--- src/rtl/rf_arb_pkg.sv ---
// rtl/rf_arb_pkg.sv - shared types and constants for the register-file write-port arbiter
package rf_arb_pkg;

    localparam logic [4:0] REG_ZERO = 5'd0;

    typedef struct packed {
        logic [4:0]  addr;
        logic [31:0] data;
        logic [31:0] pc;
    } wr_req_t;

    typedef enum logic [1:0] {
        GNT_IDLE,
        GNT_P0,
        GNT_BUF
    } grant_e;

    // One-hot register decode used to build the pending-write mask.
    function automatic logic [31:0] reg_onehot(input logic [4:0] r);
        reg_onehot = 32'd1 << r;
    endfunction

endpackage

--- src/rtl/rf_arb_fifo.sv ---
// rtl/rf_arb_fifo.sv - port-1 write buffer (FIFO of wr_req_t with per-entry valid bits)
//
// Ports:
//   clk, reset   clock, synchronous active-high reset (drops all entries)
//   push         enqueue push_data at the rising edge (ignored when full)
//   push_data    write request to enqueue
//   pop          dequeue the head at the rising edge (ignored when empty)
//   head         oldest buffered request
//   count        number of buffered entries
//   empty        no entries buffered
//   entry_vld    per-slot valid bit
//   entry_addr   per-slot destination register
module rf_arb_fifo
    import rf_arb_pkg::*;
#(
    parameter int DEPTH = 2
) (
    input  logic                         clk,
    input  logic                         reset,
    input  logic                         push,
    input  wr_req_t                      push_data,
    input  logic                         pop,
    output wr_req_t                      head,
    output logic [$clog2(DEPTH):0]       count,
    output logic                         empty,
    output logic [DEPTH-1:0]             entry_vld,
    output logic [DEPTH-1:0][4:0]        entry_addr
);

    localparam int AW = $clog2(DEPTH);
    localparam int CW = AW + 1;
    localparam logic [CW-1:0] DEPTH_C = CW'(DEPTH);

    wr_req_t         mem [DEPTH];
    logic [AW-1:0]   wptr;
    logic [AW-1:0]   rptr;
    logic [CW-1:0]   cnt;
    logic [DEPTH-1:0] vld;
    logic            full;
    logic            push_ok;
    logic            pop_ok;

    assign full    = (cnt == DEPTH_C);
    assign empty   = (cnt == '0);
    assign push_ok = push && !full;
    assign pop_ok  = pop && !empty;

    // DEPTH is a power of two, so the pointers wrap naturally.
    always_ff @(posedge clk) begin
        if (reset) begin
            wptr <= '0;
            rptr <= '0;
            cnt  <= '0;
            vld  <= '0;
        end else begin
            if (push_ok) begin
                vld[wptr] <= 1'b1;
                wptr      <= wptr + 1'b1;
            end
            // push and pop never address the same slot: that needs empty or full.
            if (pop_ok) begin
                vld[rptr] <= 1'b0;
                rptr      <= rptr + 1'b1;
            end
            case ({push_ok, pop_ok})
                2'b10:   cnt <= cnt + 1'b1;
                2'b01:   cnt <= cnt - 1'b1;
                default: cnt <= cnt;
            endcase
        end
    end

    // Payload storage needs no reset; the valid bits gate every use.
    always_ff @(posedge clk) begin
        if (push_ok) begin
            mem[wptr] <= push_data;
        end
    end

    always_comb begin
        entry_addr = '0;
        for (int i = 0; i < DEPTH; i++) begin
            entry_addr[i] = mem[i].addr;
        end
    end

    assign head      = mem[rptr];
    assign count     = cnt;
    assign entry_vld = vld;

endmodule

--- src/rtl/rf_wr_arbiter.sv ---
// rtl/rf_wr_arbiter.sv - two-source arbiter for the register file's single write port
//
// Port 0 (pipeline writeback) is unbuffered and zero-latency; port 1 (multi-cycle
// unit) goes through rf_arb_fifo. The buffer wins whenever port 0 has no real
// write, or by force once its head has lost STARVE_LIMIT consecutive cycles.
// Optional macro RF_ARB_TRACE_EN prints one trace line per register-file write.
//
// Ports:
//   clk, reset                  clock, synchronous active-high reset
//   p0_valid/addr/data/pc       pipeline writeback request
//   p0_stall                    port-0 write held off this cycle
//   p1_valid/addr/data/pc       multi-cycle unit result
//   p1_ready                    buffer can accept
//   rf_we/addr/wd/pc            register-file write port
//   pending_mask                registers targeted by buffered writes
module rf_wr_arbiter
    import rf_arb_pkg::*;
#(
    parameter int DEPTH        = 2,
    parameter int STARVE_LIMIT = 4
) (
    input  logic        clk,
    input  logic        reset,
    input  logic        p0_valid,
    input  logic [4:0]  p0_addr,
    input  logic [31:0] p0_data,
    input  logic [31:0] p0_pc,
    output logic        p0_stall,
    input  logic        p1_valid,
    output logic        p1_ready,
    input  logic [4:0]  p1_addr,
    input  logic [31:0] p1_data,
    input  logic [31:0] p1_pc,
    output logic        rf_we,
    output logic [4:0]  rf_addr,
    output logic [31:0] rf_wd,
    output logic [31:0] rf_pc,
    output logic [31:0] pending_mask
);

    localparam int CW = $clog2(DEPTH) + 1;
    localparam logic [CW-1:0] DEPTH_C    = CW'(DEPTH);
    localparam logic [3:0]    STARVE_MAX = 4'(STARVE_LIMIT);

    grant_e              grant;
    logic                p0_real;
    logic                buf_push;
    logic                buf_pop;
    wr_req_t             buf_in;
    wr_req_t             buf_head;
    logic [CW-1:0]       buf_count;
    logic                buf_empty;
    logic [DEPTH-1:0]    buf_vld;
    logic [DEPTH-1:0][4:0] buf_addr;
    logic [3:0]          starve_cnt;
    logic [31:0]         mask_raw;

    // Writes to $0 are architecturally no-ops and never take the port.
    assign p0_real = p0_valid && (p0_addr != REG_ZERO);

    // No pop-through: readiness depends only on the registered count.
    assign p1_ready = !reset && (buf_count < DEPTH_C);
    assign buf_push = p1_valid && p1_ready && (p1_addr != REG_ZERO);
    assign buf_in   = '{addr: p1_addr, data: p1_data, pc: p1_pc};

    rf_arb_fifo #(
        .DEPTH (DEPTH)
    ) u_fifo (
        .clk        (clk),
        .reset      (reset),
        .push       (buf_push),
        .push_data  (buf_in),
        .pop        (buf_pop),
        .head       (buf_head),
        .count      (buf_count),
        .empty      (buf_empty),
        .entry_vld  (buf_vld),
        .entry_addr (buf_addr)
    );

    always_comb begin
        grant = GNT_IDLE;
        if (!reset) begin
            if (!buf_empty && (!p0_real || (starve_cnt == STARVE_MAX))) begin
                grant = GNT_BUF;
            end else if (p0_real) begin
                grant = GNT_P0;
            end
        end
    end

    assign buf_pop = (grant == GNT_BUF);

    always_comb begin
        rf_we    = 1'b0;
        rf_addr  = '0;
        rf_wd    = '0;
        rf_pc    = '0;
        p0_stall = 1'b0;
        case (grant)
            GNT_P0: begin
                rf_we   = 1'b1;
                rf_addr = p0_addr;
                rf_wd   = p0_data;
                rf_pc   = p0_pc;
            end
            GNT_BUF: begin
                rf_we    = 1'b1;
                rf_addr  = buf_head.addr;
                rf_wd    = buf_head.data;
                rf_pc    = buf_head.pc;
                // Only a forced grant can collide with a real port-0 write.
                p0_stall = p0_real;
            end
            default: ;
        endcase
    end

    // Counts consecutive losses of the buffer head; saturates at the limit.
    always_ff @(posedge clk) begin
        if (reset || buf_pop) begin
            starve_cnt <= '0;
        end else if (!buf_empty && (grant == GNT_P0) && (starve_cnt != STARVE_MAX)) begin
            starve_cnt <= starve_cnt + 4'd1;
        end
    end

    always_comb begin
        mask_raw = '0;
        for (int i = 0; i < DEPTH; i++) begin
            if (buf_vld[i]) begin
                mask_raw = mask_raw | reg_onehot(buf_addr[i]);
            end
        end
    end

    assign pending_mask = reset ? 32'd0 : (mask_raw & ~32'd1);

`ifdef RF_ARB_TRACE_EN
    always @(posedge clk) begin
        if (!reset && rf_we) begin
            $display("@%08h: $%d <= %08h", rf_pc, rf_addr, rf_wd);
        end
    end
`else
`endif

endmodule

--- config.mk ---
export PLATFORM = sky130hd
export DESIGN_NAME = rf_wr_arbiter
export DESIGN_NICKNAME = d
export VERILOG_FILES = /design/src/rtl/rf_arb_pkg.sv /design/src/rtl/rf_arb_fifo.sv /design/src/rtl/rf_wr_arbiter.sv
export SDC_FILE = /design/constraint.sdc
export NUM_CORES = 1
export LEC_CHECK = 0
export BUFFER_PORTS_ARGS = -buffer_cell sky130_fd_sc_hd__buf_2
export CORE_ASPECT_RATIO = 1.5
export CORE_MARGIN = 8
export CORE_UTILIZATION = 40
export CTS_CLUSTER_DIAMETER = 120
export DETAILED_ROUTE_END_ITERATION = 6
export GPL_TIMING_DRIVEN = 0
export PLACE_DENSITY = 0.66
export REMOVE_ABC_BUFFERS = 1
export SYNTH_ARGS = -nofsm -noshare
export SYNTH_HDL_FRONTEND = slang
export SYNTH_SLANG_ARGS = --single-unit
--- constraint.sdc ---
create_clock -name clk -period 10.15 [get_ports clk]
set_clock_uncertainty 0.1 [all_clocks]
set_input_delay 0.5075 -clock clk [delete_from_list [all_inputs] [get_ports clk]]
set_output_delay 0.5075 -clock clk [all_outputs]
set_load 0.01 [all_outputs]
# Word level (Yosys, flattened, before mapping)
# Memories as Yosys holds them, arrays and structs flattened. A register that Yosys moved wholly into a read port is not among the register bits.
# Index checks and enable logic that the tools add are counted.
[totals]
n_memories = 1
inputBits = 142
regBits = 10
out_inout_bits = 104
wordCells = 74
mem_bits_rw = 138
[classes]
muxes = 23
n_lt_le_gt_ge = 5
reduce_logical = 22
eq_ne = 7
add_sub_neg = 5
shift = 2
bitwise_logic = 4
[mem_list]
columns = ["name", "words", "width", "rd", "rd_clocked_by_memory_dff", "wr", "line_no", "source"]
rows = [
  ["u_fifo.mem", 2, 69, 3, 1, 1, "rf_arb_fifo.sv:34", "wr_req_t mem [DEPTH];"],
]
[ops]
columns = ["op", "count"]
rows = [
  ["32-bit case mux with 2 select lines", 2],
  ["32-bit two-way mux", 3],
  ["1-bit by 5-bit << shifter with 32-bit output (first input constant)", 2],
  ["32-bit bitwise OR", 1],
  ["1-bit logical AND", 11],
  ["2-bit two-way mux", 5],
  ["5-bit case mux with 2 select lines", 1],
  ["5-bit nonzero test", 2],
  ["1-bit two-way mux", 9],
  ["2-bit == test (second input constant)", 3],
  ["4-bit by 1-bit adder with 4-bit output (second input constant)", 1],
  ["2-bit by 1-bit == test with 1-bit output (second input constant)", 2],
  ["4-bit by 3-bit == test with 1-bit output (second input constant)", 1],
  ["1-bit zero test", 4],
  ["1-bit by 2-bit < comparator with 1-bit output (second input constant)", 2],
  ["4-bit by 3-bit != test with 1-bit output (second input constant)", 1],
  ["2-bit case mux with 2 select lines", 1],
  ["1-bit adder (second input constant)", 2],
  ["2-bit by 1-bit adder with 2-bit output (second input constant)", 1],
  ["2-bit bitwise AND", 1],
  ["1-bit demux with 1-bit select", 2],
  ["1-bit >= comparator (second input constant)", 2],
  ["2-bit zero test", 1],
  ["1-bit logical OR", 2],
  ["other kinds (6)", 6],
]

# Logic depth before layout (Yosys ltp)
# Gate-level depths: netlist (run 1).
[logic_depth]
ltp_word = 11
mapped_depth = 12

# By module
# A second synthesis (run 1) with hierarchy kept.
[unflattened]
cells_unflattened = 562
hier_area_um2 = 7158.1
[modules_own_cells]
columns = ["mod", "area_each_um2", "cells_each", "instances"]
rows = [
  ["rf_arb_fifo", 5332.6, 256, 1],
  ["rf_wr_arbiter", 1825.5, 306, 1],
]

# Least setup slack after synthesis (run 1)
# OpenSTA, ideal clock, no wires.
[synth_timing]
path_type = "input-to-reg"
from = "input reset"
to = "memory u_fifo.mem[1][0] (netlist bit) (enable)"
required_time_ns = 9.553
cell_stages = 4
arrival_time_ns = 3.978
slack_ns = 5.575
cell_sequence = "clkbuf_1 -> nor2_1 -> o211ai_2 -> nor2_1"
[synth_between]
elab_chain_cells = 7
[synth_lines]
columns = ["item", "line_no", "source"]
rows = [
  ["from (decl)", "rf_wr_arbiter.sv:23", "input logic reset,"],
  ["1-bit zero test", "n/a", ""],
  ["1-bit logical AND", "rf_wr_arbiter.sv:62", "assign p1_ready = !reset && (buf_count < DEPTH_C);"],
  ["net p1_ready", "rf_wr_arbiter.sv:30", "output logic p1_ready,"],
  ["1-bit logical AND (2 in a row)", "rf_wr_arbiter.sv:63", "assign buf_push = p1_valid && p1_ready && (p1_addr != REG_ZERO);"],
  ["1-bit logical AND", "rf_arb_fifo.sv:45", "assign push_ok = push && !full;"],
  ["1-bit two-way mux", "rf_arb_fifo.sv:75", "if (push_ok) begin"],
  ["1-bit two-way mux (implied by the code)", "rf_arb_fifo.sv:76", "mem[wptr] <= push_data;"],
  ["to (decl)", "rf_arb_fifo.sv:34", ""],
]
# The timed path passes the listed nets, and every way through them passes these cells.

# Final worst setup path (run 1)
[layout_timing]
from = "input p0_addr[4]"
to = "output rf_wd[18]"
[layout_between]
elab_chain_cells = 9
word_cells_on_any_way = 11
[layout_lines]
columns = ["item", "line_no", "source"]
rows = [
  ["from (decl)", "rf_wr_arbiter.sv:25", "input logic [4:0] p0_addr,"],
  ["5-bit nonzero test (*)", "rf_wr_arbiter.sv:59", "assign p0_real = p0_valid && (p0_addr != REG_ZERO);"],
  ["1-bit logical AND (*)", "rf_wr_arbiter.sv:59", ""],
  ["1-bit zero test", "rf_wr_arbiter.sv:84", "if (!buf_empty && (!p0_real || (starve_cnt == STARVE_MAX))) begin"],
  ["1-bit logical OR", "rf_wr_arbiter.sv:84", ""],
  ["1-bit logical AND", "rf_wr_arbiter.sv:84", ""],
  ["2-bit two-way mux (*)", "rf_wr_arbiter.sv:84", ""],
  ["2-bit two-way mux (*)", "rf_wr_arbiter.sv:83", "if (!reset) begin"],
  ["2-bit == test or 2-bit by 1-bit == test with 1-bit output (tied branches)", "rf_wr_arbiter.sv:100", "case (grant)"],
  ["32-bit case mux with 2 select lines (*)", "rf_wr_arbiter.sv:100", ""],
  ["to (decl)", "rf_wr_arbiter.sv:36", "output logic [31:0] rf_wd,"],
]
# Mark *: on every way between the ends. The rest lies on a longest branch, timed or not.

==> results of run 1 <==
==> area by class of cell <==
cell class / count / area [um^2]
repair buffers: 250 / 1341
fillers: 1502 / 8247
multi-input cells: 349 / 2495
clock inverters: 14 / 152.6
flip-flops and latches: 149 / 4368
clock buffers: 18 / 429.2
diodes: 5 / 12.51
well taps: 213 / 266.5
inverters: 9 / 36.28
==> worst max-delay path: stages <==
cell,delay [ns]
buf_2,0.11
or4_1,0.50
o21ai_1,0.36
o21a_1,0.20
ha_2,0.65
buf_12,0.28
a22oi_1,0.10
nor2_1,0.14
buf_2,0.15
==> cells by family (layout without fill, tap and decap cells) <==
family / after synthesis / count (layout) / share of synthesized area, %
AO/OA/AOI/OAI: 123 / 123 / 12.69
flip-flops: 149 / 149 / 61.58
buffers and inverters: 56 / 291 / 3.390
AND/OR/NAND/NOR: 147 / 147 / 9.922
multiplexers: 70 / 70 / 11.11
adder cells (fa/ha/maj): 5 / 5 / 0.8828
XOR/XNOR: 3 / 3 / 0.3708
other: 1 / 6 / 0.05292
==> power groups by stage <==
stage	Clock (mW)	Combinational (mW)	Sequential [mW]
final	0.612	0.135	0.712
after global routing	0.648	0.149	0.714
after CTS	0.628	0.137	0.712
after detailed placement	0	0.136	0.725
after global placement	0	0.125	0.727
after floorplan	0	0.0681	0.724
==> routing by layer <==
layer	up-vias	GRT usage, %	wire length [um]
li1	2567	-	-
met1	2660	16.09	6805
met2	222	32.21	10660
met4	2	10.38	598
met3	43	4.380	1082
met5	-	0	15
==> registers in the layout, indices dropped and copies added (netlist names), named ones only <==
register / flops
u_fifo.entry_vld: 2
u_fifo.rptr: 1
u_fifo.wptr: 1
u_fifo.count: 2
u_fifo.mem: 138
starve_cnt: 4
==> cells in the mapped netlist, drive strengths merged <==
cell type,number
a211o,1
a211oi,2
a21oi,5
a221oi,1
a22oi,100
and2,1
and3,2
and3b,6
and4,1
and4b,3
and4bb,3
buf,15
clkbuf,32
conb,1
dfxtp,11
edfxtp,138
ha,5
inv,9
mux2,69
mux2i,1
nand2b,1
nand3,3
nand3b,1
nor2,109
nor2b,2
nor3,2
nor3b,4
nor4b,2
o211ai,1
o21a,3
o21ai,8
o21bai,1
o31ai,1
or2,2
or3,2
or4,3
xnor2,2
xor2,1
==> how the worst max path moves through the flow <==
stage	slack (ns)	end	start	depth (start not counted)
final	6.49	rf_wd[18]	p0_addr[4]	9
after CTS	6.48	rf_wd[18]	p0_addr[4]	9
after global placement	3.75	u_fifo.mem[1][4]	reset	4
after global routing	6.32	rf_wd[18]	p0_addr[4]	9
after detailed placement	6.35	u_fifo.count[1]	p0_addr[4]	10
after floorplan	5.73	u_fifo.mem[1][0]	reset	3
==> layout by cell type (no fill, tap or decap), types with 3 or more instances in the layout <==
cell type and instances:
ha_1 3, inv_1 8, clkinvlp_4 3, a21oi_1 5, nor2_1 108, buf_12 6, o21a_1 3, diode_2 5
inv_6 3, and4b_1 3, o21ai_0 6, or4_1 3, and3b_1 6, clkinv_4 4, nand3_1 3, mux2_2 69
clkbuf_16 17, edfxtp_1 138, dfxtp_1 10, buf_2 244, nor3b_1 4, a22oi_1 100, and4bb_2 3
==> stage by stage <==
stage	cells	hold WS (ns)	setup slack (ns)	cell area, um^2	total power [mW]
6_report	1007	0.1794	6.491	9101	1.459
5_1_grt	1007	0.1528	6.322	9101	1.511
4_1_cts	1002	0.1550	6.476	9089	1.476
3_5_place_dp	970	0.3922	6.352	8507	0.8608
3_3_place_gp	964	0.3670	3.745	8368	0.8528
2_1_floorplan	507	0.3470	5.728	6880	0.7918
==> impl_metrics.yaml, run 1 <==
outcome:
  outcome: "finished, final reports clean"
final_layout:
  final_nets: 923
  layout-drive-gt1-share_pct: 45.75
  utilization_pct: 52.46
  syn_to_final_growth_pct: 28.43
clock_network:
  insertion_delay_ns: 0.41
  tritoncts: "done"
  cts-root-buf: "clkbuf_16"
  numCtsBuffers: 17
  cts_buffer_depth: 2
  clkSinkCount: 149
  path_clk_slew_ns: 0.07
  hold_buffers: 0
  htreeDepth: 4
  cts.repair.resized: 0
  cts_setup_buffers: 0
floorplan:
  rows: 59
  initial_utilization_pct: 40.85
  die_area_mm2: 0.02232
  die_y_um: 179.0
  boundaryPins: 246
  core_area_mm2: 0.01735
  die_x_um: 124.7
timing:
  hold_viol_final: 0
  fin_crit_sh_pct: 36.04
  slew_viol_final: 0
  relSlewSlack_pct: 34.70
  fmax_ghz: 0.2733
  rsz0062_at_grt: "no"
  period_needed_ns: 3.659
  tns_ns: 0
  setup_viol: 0
  max_slew.worst_pin.slew_ns: 0.9774
synthesis:
  yosysSeqAreaShare_pct: 61.58
  ys_types: 41
  netlist_area_mm2: 0.007087
  synthTopCellsByArea: "edfxtp_1, mux2_2, a22oi_1"
  ys_ff_latch: 149
  yosysTopAreaCell: "edfxtp_1"
  yosys_warnings: 0
  synthCells: 554
  synth_top_area_share_pct: 58.47
  syn_avg_cell_area_um2: 12.79
setup_path:
  path_class: "input pin to output port"
  crit_fanout: 39
  r2r_end: "starve_cnt[3]"
  ff2ff_path_depth: 9
  rr_startpoint: "starve_cnt[0]"
  startpoint_type: "input pin"
  required_ns: 9.54
  arrival_ns: 3.05
  setup.worst_path.end_class: "output port"
  ff2ff_setup_slack_ns: 6.91
route:
  detail_route.iter0.violations: 314
  ant_nets: 0
  routed_wl_mm: 19.16
  via_per_inst: 5.456
  wl_per_cell_um: 19.03
  drc_errors: 0
  dr_total_vias: 5494
  dr.pass1.iters: 5
grt:
  grt_pass1_wl_mm: 30.38
  antenna_found_initial: 6
  grt_usage_pct: 16.98
  grt_max_degree: 70
  grt_pass1_vias: 6124
  overflow: 0
power:
  p_sw_mw: 0.3348
  p_comb_share_pct: 9.3
  p_int_mw: 1.124
  power.static_leakage_nw: 3.533
  p_sw_share_pct: 22.95
  ir_drop_v: 0.0001032
  p_seq_share_pct: 48.8
  p_clk_share_pct: 41.9
  p_per_area_mw_per_mm2: 160.3
min_path:
  whs_path_depth: 1
  hp-start: "p1_pc[26]"
  min_to: "u_fifo.mem[0][26]"
  min_path_type: "input pin to flip-flop"
place:
  hpwl_mm: 13.98
  portBuffers: 244
  gp_congestion: 0.8605
flow_run:
  max_cap_violations: 0
Power figures use the tool's default switching activity.
==> inputs of run 2 (changes only) <==
Settings changed: PLACE_DENSITY 0.66 to 0.69.
Clock period 10.15 ns to 3.3 ns, I/O delays scaled along.
==> impl_metrics.yaml, run 2 (synthesized netlist as in run 1, its figures left out) <==
outcome:
  outcome: "finished, final reports clean"
route:
  dr_total_vias: 5650
  via_per_inst: 5.261
  drc_errors: 0
  routed_wl_mm: 19.57
  ant_nets: 0
  wl_per_cell_um: 18.22
  dr.pass1.iters: 6
  detail_route.iter0.violations: 271
grt:
  antenna_found_initial: 2
  grt_pass1_wl_mm: 30.20
  overflow: 0
  grt_usage_pct: 16.77
  grt_pass1_vias: 6104
  grt_max_degree: 52
timing:
  period_needed_ns: 3.103
  tns_ns: 0
  hold_viol_final: 0
  fin_crit_sh_pct: 94.04
  fmax_ghz: 0.3222
  relSlewSlack_pct: 34.96
  setup_ws_ns: 0.1965
  rsz0062_at_grt: "no"
  max_slew.worst_pin.slew_ns: 0.9735
  setup_viol: 0
  slew_viol_final: 0
  hold_ws_ns: 0.03876
final_layout:
  largest_register_ffs: 138
  num-fill-cells: 1430
  fin_area_mm2: 0.009851
  layout-drive-gt1-share_pct: 42.44
  top_register: "u_fifo.mem"
  final_cell_mix: "buf_2, edfxtp_1, nor2_1"
  final_nets: 994
  syn_to_final_growth_pct: 39.00
  finalNonFillerCells: 1074
  top_regs: "u_fifo.mem x138, starve_cnt x4"
  final_common_cell: "buf_2"
  utilization_pct: 56.78
place:
  pre_cts_slack_ns: -0.1416
  hpwl_mm: 13.82
  gp_congestion: 0.8743
  place_area_mm2: 0.008542
  placed_cells_incl_taps: 971
  portBuffers: 244
clock_network:
  cts-root-buf: "clkbuf_16"
  insertion_delay_ns: 0.41
  tritoncts: "done"
  htreeDepth: 4
  path_clk_slew_ns: 0.07
  numCtsBuffers: 17
  cts_buffer_depth: 2
  clkSinkCount: 149
min_path:
  hp-start: "p1_valid"
  min_path_type: "input pin to flip-flop"
setup_path:
  crit_fanout: 39
  setup.worst_path.end_class: "output port"
  path_class: "flip-flop to output port"
  arrival_ns: 2.84
  startpoint_type: "flip-flop"
  rr_startpoint: "starve_cnt[0]"
  cp-startpoint: "starve_cnt[0]"
  required_ns: 3.03
power:
  power.static_leakage_nw: 3.864
  power_mw: 4.579
  ir_drop_v: 0.0003493
  p_per_area_mw_per_mm2: 464.9
floorplan:
  die_area_mm2: 0.02232
  initial_utilization_pct: 40.85
  die_y_um: 179.0
  core_area_mm2: 0.01735
  boundaryPins: 246
  die_x_um: 124.7
  rows: 59
flow_run:
  max_cap_violations: 0
[run 2: final cells by class]
class / count / area (um^2) / share of cell area, %
multi-input cells: 349 / 2515 / 25.53
well taps: 213 / 266.5 / 2.705
inverters: 9 / 36.28 / 0.3683
clock inverters: 15 / 155.1 / 1.575
diodes: 1 / 2.502 / 0.02540
clock buffers: 17 / 425.4 / 4.319
flip-flops and latches: 149 / 4368 / 44.34
repair buffers: 321 / 2082 / 21.14
[run 2: what timing repair did]
| action | CTS | global route |
|---|---|---|
| hold endpoints to repair | 138 | 0 |
| endpoints found under the setup margin | 0 | 50 |
| gates resized for setup | 0 | 2 |
| buffers inserted | 0 | 1 |
| hold buffers | 69 | 0 |
[run 2: worst max-delay path, cell delays in order (launching register included)]
cell and delay, ns:
dfxtp_1 0.40, inv_1 0.08, ha_1 0.22, and3b_1 0.27, a211oi_1 0.41, ha_4 0.40, buf_12 0.26, a22oi_1 0.12
nor2_1 0.11, buf_2 0.14
[run 2: routing by layer]
metal	vias up	global-route usage [%]	wire [um]
met3	42	4.321	959
li1	2700	-	-
met5	-	0	11
met2	207	32.79	10930
met4	2	7.305	566
met1	2699	16.16	7106
[run 2: worst paths after layout]
check	cells after the start	end	slack (ns)
setup / recovery	9	rf_pc[13]	0.20
hold / removal	3	u_fifo.entry_vld[1]	0.04
setup reg to reg	10	u_fifo.count[1]	0.25
hold reg to reg	2	starve_cnt[3]	0.41
[run 2: report_power, final]
part | leakage (nW) | total (mW) | internal (mW) | switching [mW]
logic | 2.22 | 0.502 | 0.245 | 0.257
clock network | 0.292 | 1.89 | 1.08 | 0.816
registers | 1.36 | 2.19 | 2.16 | 0.0307
total | 3.86 | 4.58 | 3.48 | 1.10
